<file path="config.mk">
export PLATFORM = sky130hd
export DESIGN_NAME = hazard_unit
export DESIGN_NICKNAME = d
export VERILOG_FILES = /design/src/rtl/hazard_pkg.sv /design/src/rtl/forward_sel.sv /design/src/rtl/hazard_unit.sv
export SDC_FILE = /design/constraint.sdc
export NUM_CORES = 1
export LEC_CHECK = 0
export CORE_ASPECT_RATIO = 2
export CORE_MARGIN = 4
export CORE_UTILIZATION = 30
export DETAILED_ROUTE_END_ITERATION = 10
export PLACE_DENSITY = 0.76
export RECOVER_POWER = 25
export SLEW_MARGIN = 5
export SYNTH_ARGS = -nofsm -noshare
export SYNTH_HDL_FRONTEND = slang
export SYNTH_SLANG_ARGS = --single-unit
</file>
<file path="constraint.sdc">
create_clock -name clk -period 2.7 [get_ports clk]
set_input_delay 0.54 -clock clk [delete_from_list [all_inputs] [get_ports clk]]
set_output_delay 0.54 -clock clk [all_outputs]
set_load 0.005 [all_outputs]
</file>
<file path="src/rtl/hazard_pkg.sv">
// Shared types and helpers for the hazard unit: forwarding selects, memory-wait states,
// and the register-hit test used by both forwarding and load-use detection.
package hazard_pkg;

    typedef enum logic [1:0] {
        FWD_RF  = 2'b00,
        FWD_WB  = 2'b01,
        FWD_MEM = 2'b10
    } fwd_sel_t;

    typedef enum logic [1:0] {
        RUN      = 2'b00,
        MEM_WAIT = 2'b01,
        ERROR    = 2'b10
    } mem_state_t;

    localparam logic [4:0] REG_X0 = 5'd0;

    // A writer hits a source only when it really writes a non-x0 register.
    function automatic logic reg_hit(input logic       wr,
                                     input logic [4:0] rd,
                                     input logic [4:0] rs);
        return wr && (rd != REG_X0) && (rd == rs);
    endfunction

endpackage

</file>
<file path="src/rtl/forward_sel.sv">
// Forwarding select for one E-stage ALU operand; the M stage beats the W stage
// because it holds the younger result.
module forward_sel
    import hazard_pkg::*;
(
    input  logic [4:0] rs_e,
    input  logic [4:0] rd_m,
    input  logic       reg_write_m,
    input  logic [4:0] rd_w,
    input  logic       reg_write_w,
    output fwd_sel_t   sel
);

    always_comb begin
        sel = FWD_RF;
        if (reg_hit(reg_write_m, rd_m, rs_e)) begin
            sel = FWD_MEM;
        end else if (reg_hit(reg_write_w, rd_w, rs_e)) begin
            sel = FWD_WB;
        end
    end

endmodule

</file>
<file path="src/rtl/hazard_unit.sv">
// Forwarding, load-use/branch stall-flush control and data-memory wait FSM with timeout.
// Define HAZARD_PERF_CNT_EN to build the stall/flush performance counters.
module hazard_unit
    import hazard_pkg::*;
#(
    parameter int unsigned MEM_TIMEOUT = 16,
    parameter int unsigned CNT_W       = 32
) (
    input  logic             clk,
    input  logic             rst_n,
    input  logic [4:0]       Rs1D,
    input  logic [4:0]       Rs2D,
    input  logic [4:0]       Rs1E,
    input  logic [4:0]       Rs2E,
    input  logic [4:0]       RdE,
    input  logic             ResultSrcE0,
    input  logic             PCSrcE,
    input  logic [4:0]       RdM,
    input  logic             RegWriteM,
    input  logic [4:0]       RdW,
    input  logic             RegWriteW,
    input  logic             dmem_req_M,
    input  logic             dmem_ready,
    output logic [1:0]       ForwardAE,
    output logic [1:0]       ForwardBE,
    output logic             StallF,
    output logic             StallD,
    output logic             StallE,
    output logic             StallM,
    output logic             StallW,
    output logic             FlushD,
    output logic             FlushE,
    output logic             mem_timeout,
    output logic [CNT_W-1:0] stall_cnt,
    output logic [CNT_W-1:0] flush_cnt
);

    localparam int unsigned WaitW = $clog2(MEM_TIMEOUT + 1);

    mem_state_t       state_q;
    logic [WaitW-1:0] waitcnt_q;
    fwd_sel_t         fwd_a;
    fwd_sel_t         fwd_b;
    logic             lw_stall;
    logic             mem_stall;

    forward_sel u_fwd_a (
        .rs_e        (Rs1E),
        .rd_m        (RdM),
        .reg_write_m (RegWriteM),
        .rd_w        (RdW),
        .reg_write_w (RegWriteW),
        .sel         (fwd_a)
    );

    forward_sel u_fwd_b (
        .rs_e        (Rs2E),
        .rd_m        (RdM),
        .reg_write_m (RegWriteM),
        .rd_w        (RdW),
        .reg_write_w (RegWriteW),
        .sel         (fwd_b)
    );

    assign lw_stall  = ResultSrcE0 && (RdE != REG_X0) && ((RdE == Rs1D) || (RdE == Rs2D));
    assign mem_stall = (state_q != RUN) || (dmem_req_M && !dmem_ready);

    // While reset is held, flush D/E so un-reset pipeline registers fill with bubbles.
    always_comb begin
        ForwardAE = FWD_RF;
        ForwardBE = FWD_RF;
        StallF    = 1'b0;
        StallD    = 1'b0;
        StallE    = 1'b0;
        StallM    = 1'b0;
        StallW    = 1'b0;
        FlushD    = 1'b0;
        FlushE    = 1'b0;
        if (!rst_n) begin
            FlushD = 1'b1;
            FlushE = 1'b1;
        end else begin
            ForwardAE = fwd_a;
            ForwardBE = fwd_b;
            if (mem_stall) begin
                // Whole pipeline frozen; a pending redirect waits since E holds PCSrcE.
                StallF = 1'b1;
                StallD = 1'b1;
                StallE = 1'b1;
                StallM = 1'b1;
                StallW = 1'b1;
            end else begin
                StallF = lw_stall && !PCSrcE;
                StallD = lw_stall && !PCSrcE;
                FlushD = PCSrcE;
                FlushE = lw_stall || PCSrcE;
            end
        end
    end

    always_ff @(posedge clk or negedge rst_n) begin
        if (!rst_n) begin
            state_q     <= RUN;
            waitcnt_q   <= '0;
            mem_timeout <= 1'b0;
        end else begin
            case (state_q)
                RUN: begin
                    if (dmem_req_M && !dmem_ready) begin
                        state_q   <= MEM_WAIT;
                        waitcnt_q <= WaitW'(1);
                    end
                end
                MEM_WAIT: begin
                    if (dmem_ready) begin
                        state_q   <= RUN;
                        waitcnt_q <= '0;
                    end else if (waitcnt_q == WaitW'(MEM_TIMEOUT)) begin
                        state_q     <= ERROR;
                        mem_timeout <= 1'b1;
                    end else begin
                        waitcnt_q <= waitcnt_q + WaitW'(1);
                    end
                end
                ERROR: begin
                    state_q <= ERROR;
                end
                default: begin
                    state_q <= RUN;
                end
            endcase
        end
    end

`ifdef HAZARD_PERF_CNT_EN
    logic [CNT_W-1:0] stall_cnt_q;
    logic [CNT_W-1:0] flush_cnt_q;

    always_ff @(posedge clk or negedge rst_n) begin
        if (!rst_n) begin
            stall_cnt_q <= '0;
            flush_cnt_q <= '0;
        end else begin
            if ((state_q != ERROR) && ((lw_stall && !PCSrcE) || mem_stall)) begin
                stall_cnt_q <= stall_cnt_q + CNT_W'(1);
            end
            if (FlushD) begin
                flush_cnt_q <= flush_cnt_q + CNT_W'(1);
            end
        end
    end

    assign stall_cnt = stall_cnt_q;
    assign flush_cnt = flush_cnt_q;
`else
    assign stall_cnt = '0;
    assign flush_cnt = '0;
`endif

endmodule

</file>
=== After elaboration in Yosys (flattened, before gate mapping) ===
Cells that the tools add are included.
W data, S select, Z words.

* Register bits: 8
* Latch bits: 0
* Bits in writable memories: 0
* Memory bits (read-only): 0
* Memories kept: 0

* Add/sub/neg operators: 1
* Multiply operators: 0
* Div/mod/pow operators: 0
* $lt $le $gt $ge: 0
* Eq/ne operators: 12
* Shifts and indexed selects: 0
* Muxes and demuxes: 22
* Bitwise gates (word level): 1
* Reductions and logical operators: 24

{| class="wikitable"
|+ Operators with widths
! operator !! count
|-
| $eq A5 B5 Y1 || 6
|-
| $mux W5 || 3
|-
| $reduce_bool A5 Y1 || 3
|-
| $mux W2 || 7
|-
| $logic_and A1 B1 Y1 || 10
|-
| $mux W1 || 10
|-
| $pmux W5 S2 || 1
|-
| $ne A3 B3 Y1 const B || 2
|-
| $pmux W2 S3 || 1
|-
| $reduce_and A3 Y1 || 2
|-
| $add A5 B1 Y5 const B || 1
|-
| $eq A5 B5 Y1 const B || 1
|-
| $reduce_bool A2 Y1 || 2
|-
| $logic_or A1 B1 Y1 || 3
|-
| $eq A2 B1 Y1 const B || 1
|-
| $eq A2 B2 Y1 const B || 1
|-
| $logic_not A1 Y1 || 2
|-
| $logic_not A2 Y1 || 1
|-
| $ne A2 B2 Y1 const B || 1
|-
| $reduce_and A2 Y1 || 1
|-
| $not A1 Y1 || 1
|}

=== Logic depth before layout (Yosys ltp) ===
Gate-level depths: netlist (run 1).

* Word-level depth: 6
* Mapped depth: 6

=== Modules after synthesis ===
Synthesis (run 1) repeated with hierarchy kept, for this count alone.

* Cells, all modules: 185
* Area total of the unflattened synthesis: 1486.4 um2

{| class="wikitable"
|+ By module, submodules not included
! module !! instances !! cells each !! area an instance (um2)
|-
| hazard_unit || 1 || 145 || 1183.6
|-
| forward_sel || 2 || 20 || 151.4
|}

=== Least setup slack after synthesis (run 1) ===
OpenSTA, ideal clock, no wires.

* Path kind: input-to-output
* From: in RdM[1]
* To: out ForwardAE[0]
* Arrival: 1.562 ns
* Required time: 2.160 ns
* Slack: 0.598 ns
* Stages on the path: 4
* Cells stage by stage: or4_1 o21ai_2 nor4_1 nor4_2

* Cells in the longest elaborated chain, start to end: 5
* Elaborated cells between the ends (all ways): 6

{| class="wikitable"
|+ Ends and longest elaborated chain
! element !! line !! RTL
|-
| from (decl) || hazard_unit.sv:18 || <nowiki>input logic [4:0] RdM,</nowiki>
|-
| $reduce_bool A5 Y1 || hazard_pkg.sv:23 || <nowiki>return wr && (rd != REG_X0) && (rd == rs);</nowiki>
|-
| $logic_and A1 B1 Y1 || hazard_pkg.sv:23 ||
|-
| $logic_and A1 B1 Y1 (*) || hazard_pkg.sv:23 ||
|-
| $mux W2 (*) || forward_sel.sv:16 || <nowiki>if (reg_hit(reg_write_m, rd_m, rs_e)) begin</nowiki>
|-
| $mux W2 (*) || hazard_unit.sv:79 || <nowiki>if (!rst_n) begin</nowiki>
|-
| to (decl) || hazard_unit.sv:24 || <nowiki>output logic [1:0] ForwardAE,</nowiki>
|}

Mark *: on every way between the ends. The rest lies on a longest branch, timed or not.

=== Worst setup path after layout (run 1) ===
* From: in RdW[1]
* To: out ForwardAE[0]

* Cells in the longest elaborated chain, start to end: 6
* Elaborated cells between the ends (all ways): 7

{| class="wikitable"
|+ Ends and longest elaborated chain
! element !! line !! RTL
|-
| from (decl) || hazard_unit.sv:20 || <nowiki>input logic [4:0] RdW,</nowiki>
|-
| $reduce_bool A5 Y1 || hazard_pkg.sv:23 ||
|-
| $logic_and A1 B1 Y1 || hazard_pkg.sv:23 ||
|-
| $logic_and A1 B1 Y1 (*) || hazard_pkg.sv:23 ||
|-
| $mux W1 (*) || forward_sel.sv:18 || <nowiki>end else if (reg_hit(reg_write_w, rd_w, rs_e)) begin</nowiki>
|-
| $mux W2 (*) || forward_sel.sv:16 ||
|-
| $mux W2 (*) || hazard_unit.sv:79 ||
|}

Marked as above.

==> results of run 1 <==
-- Yosys cell counts (4+ instances only) --
cell and instances:
sky130_fd_sc_hd__buf_4 67, sky130_fd_sc_hd__xor2_1 24, sky130_fd_sc_hd__dfrtp_1 8, sky130_fd_sc_hd__inv_1 7
sky130_fd_sc_hd__or4_1 6, sky130_fd_sc_hd__xnor2_1 6, sky130_fd_sc_hd__a21oi_1 4, sky130_fd_sc_hd__nand2_1 4
sky130_fd_sc_hd__nand2b_1 4, sky130_fd_sc_hd__o21ai_0 4
-- timing repair --
action | 4_1_cts | 5_1_grt
buffers inserted | 3 | 0
hold buffers | 0 | 0
resized for setup | 29 | 12
setup endpoints to repair | 8 | 7
pin swaps | 6 | 7
-- flip-flops by register name, indices dropped and copies added, names as in the netlist --
signal	cells
waitcnt_q	5
state_q	2
mem_timeout	1
-- worst max-delay path, stage by stage --
cell	delay, ns
sky130_fd_sc_hd__clkdlybuf4s50_1	0.42
sky130_fd_sc_hd__buf_4	0.15
sky130_fd_sc_hd__xor2_1	0.16
sky130_fd_sc_hd__or4_4	0.58
sky130_fd_sc_hd__nor4_2	0.13
sky130_fd_sc_hd__buf_2	0.15
-- kinds of logic (layout without fill, tap and decap cells) --
kind of cell    count (synthesis)  count (layout)  synth area share (%)
fa+ha+maj                       2               2                  1.77
xor+xnor                       30              30                  18.6
compound gates                 20              20                  9.94
other cells                     1              64                 0.266
flops                           8               8                  14.2
mux                             1               1                 0.710
buf+inv                        76              87                  38.2
simple gates                   36              36                  16.3
-- final cells by class --
class | instances | area [µm²]
Clock buffer | 3 | 41.3
Sequential cell | 8 | 200
Multi-Input combinational cell | 153 | 980
Inverter | 7 | 26.3
Fill cell | 462 | 2580
Timing Repair Buffer | 77 | 703
Tap cell | 55 | 68.8
-- routing by layer --
metal	vias to the layer above	GRT usage (%)
met4	0	7.47
met3	14	2.47
met5	-	0
met2	105	24.7
met1	570	9.45
li1	602	-
-- stage by stage --
stage                     TNS (ns)  std cells  setup slack (ns)  cell area, µm²
after CTS                        0        303           0.00138            1980
after floorplan                  0        237             0.598            1650
after global placement       -2.53        297            -0.427            1890
final                            0        303            0.0346            2020
after detailed placement     -2.67        297            -0.462            1890
after global routing       -0.0207        303           -0.0141            2020
-- power groups by stage --
stage,combinational [µW],clock [µW],sequential [µW]
finish,249,147,138
global route,270,154,140
CTS,242,149,138
detailed placement,234,0,140
global placement,228,0,140
floorplan,168,0,136
-- path summary, 6_finish.rpt --
check / endpoint / slack (ns)
min in group asynchronous: waitcnt_q[2] / 0.68
setup reg to reg: waitcnt_q[4] / 0.97
hold / removal: mem_timeout / 0.48
setup / recovery: ForwardAE[0] / 0.03
max in group asynchronous: state_q[0] / 1.85
hold reg to reg: mem_timeout / 0.48
==> impl_metrics.py, run 1 <==
metrics = {
    "outcome": {
        "run_status": "complete, no violations",
    },
    "global_route": {
        "grt_pass1_vias": 1258,
        "grt.total_usage_pct": 12.1,
        "largest_net_degree_at_the_start_of_global_routing": 14,
        "grt.overflow.total": 0,
        "grt_pass1_wl_um": 5580,
        "number_of_antenna_violations_at_the_first_check_in_global_routing": 0,
    },
    "power": {
        "p_sw_share_pct": 33.1,
        "powerDensity_nw_per_um2": 264,
        "pwr-share-comb_pct": 46.6,
        "cellLeakagePower_uw": 0.000986,
        "p_seq_share_pct": 25.9,
        "overall_power_uw": 534,
        "switch_pwr_uw": 177,
        "clkPwrFrac_pct": 27.5,
        "cell_internal_pwr_uw": 357,
        "ir_worst_vdd_mv": 0.233,
    },
    "placement": {
        "gpl.final_weighted_congestion": 0.908,
        "dp_hpwl_um": 3190,
        "placement.io_buffers": 54,
    },
    "finish": {
        "mostFrequentLayoutCell": "sky130_fd_sc_hd__conb_1",
        "synthToLayoutAreaGrowth_pct": 43.2,
        "insertedDiodeCount": 0,
        "num-nets-final": 295,
        "finished_core_util_pct": 43.9,
        "final_layout_size_suffix_gt1_share_pct": 18.1,
        "layout_common_cells": "sky130_fd_sc_hd__conb_1, sky130_fd_sc_hd__clkdlybuf4s50_1, sky130_fd_sc_hd__xor2_1, sky130_fd_sc_hd__buf_4, sky130_fd_sc_hd__dlygate4sd2_1",
    },
    "route": {
        "route.met2.wl_um": 2130,
        "detail_route_antenna_nets": 0,
        "route.detailed.drc": 0,
        "detail_route.first_pass.iterations": 4,
        "vias_after_detailed_routing": 1291,
        "wl_met1_um": 1060,
        "highest-signal-layer": "met4",
        "route.met3.wl_um": 446,
        "routed_via_density": 4.26,
        "finalWirelength_um": 3840,
        "routed_wire_length_per_instance_um": 12.7,
        "drt-initial-drc-count": 22,
    },
    "critical_path": {
        "rr_startpoint": "waitcnt_q[0]",
        "worstPathArrival_ns": 2.13,
        "setup.worst_path.start": "RdW[1]",
        "worstSetupPathType": "in -> out",
        "timing.reg2reg.worst_path_depth": 6,
        "worstSetupStartpointType": "primary input",
        "worst-endpoint-required_ns": 2.16,
        "cp_max_fo": 2,
        "endpoint_kind": "output port",
    },
    "yosys": {
        "syn_avg_cell_area_um2": 8.10,
        "synth_top_cells_by_area": "sky130_fd_sc_hd__buf_4, sky130_fd_sc_hd__xor2_1, sky130_fd_sc_hd__dfrtp_1",
        "synth.distinct_cells": 35,
        "ys_ff_latch": 8,
        "seq_area_frac_synth_pct": 14.2,
        "synth_area_um2": 1410,
        "post-synth-top-area-fraction_pct": 35.7,
        "yosys_most_used_dff": "sky130_fd_sc_hd__dfrtp_1",
        "synthesis.yosys.warnings": 0,
        "synth-async-reset-ratio_pct": 100,
        "syn-instance-count": 174,
        "synth_top_area_cell": "sky130_fd_sc_hd__buf_4",
        "synth-edff-count": 0,
    },
    "sta": {
        "timing.final.max_slew_violations": 0,
        "rsz0062_at_grt": "yes",
        "timing.fmax_ghz": 0.375,
        "finalCriticalPeriod_ns": 2.67,
        "final-setup-viol-count": 0,
        "timing.clock.skew_ns": 0.00322,
        "hold-worst-slack_ns": 0.475,
        "final.period_utilization_pct": 98.7,
        "timing_hold_violations_final": 0,
    },
    "floorplan": {
        "core_region_area_um2": 4600,
        "initial_core_util_pct": 30.7,
        "die_x_um": 56.5,
        "placementRows": 35,
        "dieHeight_um": 105,
        "boundaryPins": 119,
        "die_area_um2": 5930,
    },
    "clock_tree": {
        "cts_buffers": 3,
        "tritoncts": "built",
        "insertion_delay_ns": 0.23,
        "clock_tree.buffer_depth": 2,
        "cts_htree_levels": 1,
        "clkTransAtPathRegs_ns": 0.04,
        "clock_tree.root_cell": "sky130_fd_sc_hd__clkbuf_8",
        "cts_num_sinks": 8,
    },
    "job": {
        "max_cap_violations": 0,
    },
    "min_path": {
        "hold_path_class": "reg -> reg",
        "min_from": "mem_timeout",
        "worstHoldPathCells": 1,
    },
}
Power figures use the tool's default switching activity.
==> run 2: changes to the inputs <==
Settings changed: CORE_MARGIN 4 to not set.
==> impl_metrics.py, run 2 (synthesis gave the netlist of run 1 again) <==
metrics = {
    "min_path": {
        "hold_path_class": "reg -> reg",
        "hold_path_end": "mem_timeout",
        "min_from": "mem_timeout",
        "worstHoldPathCells": 1,
    },
    "critical_path": {
        "rr_startpoint": "waitcnt_q[0]",
        "cp_max_fo": 2,
        "critical_path.reg2reg.endpoint": "waitcnt_q[3]",
        "worst-endpoint-required_ns": 2.16,
        "worstSetupStartpointType": "primary input",
        "timing.reg2reg.worst_path_depth": 6,
        "r2r_setup_slack_ns": 1.01,
        "endpoint_kind": "output port",
        "worstSetupPathType": "in -> out",
        "worstPathArrival_ns": 2.13,
    },
    "route": {
        "drt-initial-drc-count": 13,
        "vias_after_detailed_routing": 1321,
        "finalWirelength_um": 3540,
        "routed_wire_length_per_instance_um": 11.6,
        "detail_route_antenna_nets": 0,
        "routed_via_density": 4.33,
        "detail_route.first_pass.iterations": 4,
        "route.detailed.drc": 0,
    },
    "finish": {
        "insertedDiodeCount": 0,
        "mostFrequentLayoutCell": "sky130_fd_sc_hd__conb_1",
        "final_layout_size_suffix_gt1_share_pct": 19.2,
        "max_flop_register": "waitcnt_q",
        "layout_common_cells": "sky130_fd_sc_hd__conb_1, sky130_fd_sc_hd__clkdlybuf4s50_1, sky130_fd_sc_hd__xor2_1, sky130_fd_sc_hd__buf_4, sky130_fd_sc_hd__dlygate4sd2_1",
        "layout.cells.non_filler": 305,
        "finished_core_util_pct": 45.2,
        "num-nets-final": 297,
        "fillerInstances": 451,
        "reg_top3": "waitcnt_q: 5 flops, state_q: 2 flops, mem_timeout: 1 flops",
        "largest_register_ff_count": 5,
        "synthToLayoutAreaGrowth_pct": 46.0,
    },
    "placement": {
        "placement.io_buffers": 54,
        "place_inst": 301,
        "gpl.final_weighted_congestion": 0.784,
        "dp_hpwl_um": 2960,
    },
    "floorplan": {
        "placementRows": 35,
        "dieHeight_um": 99.0,
        "die_area_um2": 5000,
        "initial_core_util_pct": 31.0,
        "core_region_area_um2": 4550,
        "die_x_um": 50.5,
        "boundaryPins": 119,
    },
    "clock_tree": {
        "cts_htree_levels": 1,
        "clock_tree.root_cell": "sky130_fd_sc_hd__clkbuf_8",
        "clkTransAtPathRegs_ns": 0.04,
        "tritoncts": "built",
        "clock_tree.buffer_depth": 2,
        "cts_num_sinks": 8,
        "insertion_delay_ns": 0.24,
        "cts_buffers": 3,
        "postCtsHoldBufs": 0,
    },
    "power": {
        "clkPwrFrac_pct": 27.9,
        "ir_worst_vdd_mv": 0.217,
        "cell_internal_pwr_uw": 355,
        "cellLeakagePower_uw": 0.00104,
        "switch_pwr_uw": 181,
        "p_sw_share_pct": 33.8,
        "pwr-share-comb_pct": 46.3,
        "powerDensity_nw_per_um2": 261,
        "p_seq_share_pct": 25.8,
        "overall_power_uw": 537,
    },
    "global_route": {
        "global_route.usage.met3_pct": 2.62,
        "global_route.usage.met1_pct": 10.2,
        "largest_net_degree_at_the_start_of_global_routing": 14,
        "number_of_antenna_violations_at_the_first_check_in_global_routing": 0,
        "grt.overflow.total": 0,
        "grt.busiest_layer": "met2",
        "grt.total_usage_pct": 14.4,
        "grt_pass1_vias": 1263,
        "grt_pass1_wl_um": 5370,
        "groute.layer.met2.usage_pct": 30.8,
    },
    "sta": {
        "timing.fmax_ghz": 0.375,
        "final-setup-viol-count": 0,
        "finalCriticalPeriod_ns": 2.67,
        "timing.final.max_slew_violations": 0,
        "final.period_utilization_pct": 98.7,
        "timing.clock.skew_ns": 0.000376,
        "timing_hold_violations_final": 0,
        "rsz0062_at_grt": "no",
    },
    "outcome": {
        "run_status": "complete, no violations",
    },
    "job": {
        "max_cap_violations": 0,
    },
}
## run 2: cell count changes in the layout (fill, tap and decap cells not counted), moves of 2 or more
cell / change
sky130_fd_sc_hd__clkdlybuf4s50_1: -12
sky130_fd_sc_hd__nor4_2: -2
sky130_fd_sc_hd__dlygate4sd2_1: +9
sky130_fd_sc_hd__buf_4: +3
sky130_fd_sc_hd__nor4_4: +2
sky130_fd_sc_hd__dlymetal6s2s_1: +2
## run 2: what timing repair did
item	4_1_cts	5_1_grt
pin swaps	10	9
gates resized for setup	42	15
cloned	0	0
endpoints found under the setup margin	11	9
buffers inserted	2	0
## run 2: worst max-delay path, cell delays in order
cell and delay [ns]:
sky130_fd_sc_hd__dlygate4sd2_1 0.26, sky130_fd_sc_hd__or4_4 0.55, sky130_fd_sc_hd__o21ai_4 0.22, sky130_fd_sc_hd__nor4_4 0.09, sky130_fd_sc_hd__and2_2 0.20, sky130_fd_sc_hd__dlygate4sd2_1 0.26
## run 2: per-layer routing
layer / vias up / share of wire (%)
met3: 12 / 10
met2: 105 / 58
met5: - / 0
li1: 606 / -
met1: 598 / 27
met4: 0 / 4.5
## run 2: worst max-delay path by stage
stage               slack (ns)    start            to
floorplan                 0.60   RdM[1]  ForwardAE[0]
CTS                      -0.21   RdW[2]  ForwardBE[0]
finish                    0.03   RdM[2]  ForwardBE[1]
global route             0.001  Rs2E[4]  ForwardBE[1]
detailed placement       -0.49   RdM[1]  ForwardBE[0]
global placement         -0.41   RdM[1]  ForwardBE[0]
## run 2: layout make-up
class	instances	area (µm²)	area share, %
well taps	55	68.8	3.34
flip-flops and latches	8	200	9.73
repair buffers	79	713	34.7
inverters	7	26.3	1.28
multi-input cells	153	1010	49.0
clock buffers	3	41.3	2.01
## run 2: power groups by stage
stage | Clock [µW] | Combinational [µW] | Sequential (µW)
global route | 153 | 273 | 140
floorplan | 0 | 168 | 136
CTS | 152 | 246 | 138
detailed placement | 0 | 241 | 140
global placement | 0 | 235 | 139
finish | 150 | 248 | 138
## run 2: metrics by stage
step	instance area, µm²	setup WS, ns	TNS, ns	hold slack, ns
after detailed placement	1920	-0.488	-2.97	0.453
after CTS	2030	-0.207	-0.207	0.465
final	2060	0.0341	0	0.459
after floorplan	1650	0.598	0	0.244
after global placement	1920	-0.408	-2.63	0.450
after global routing	2060	0.00130	0	0.490
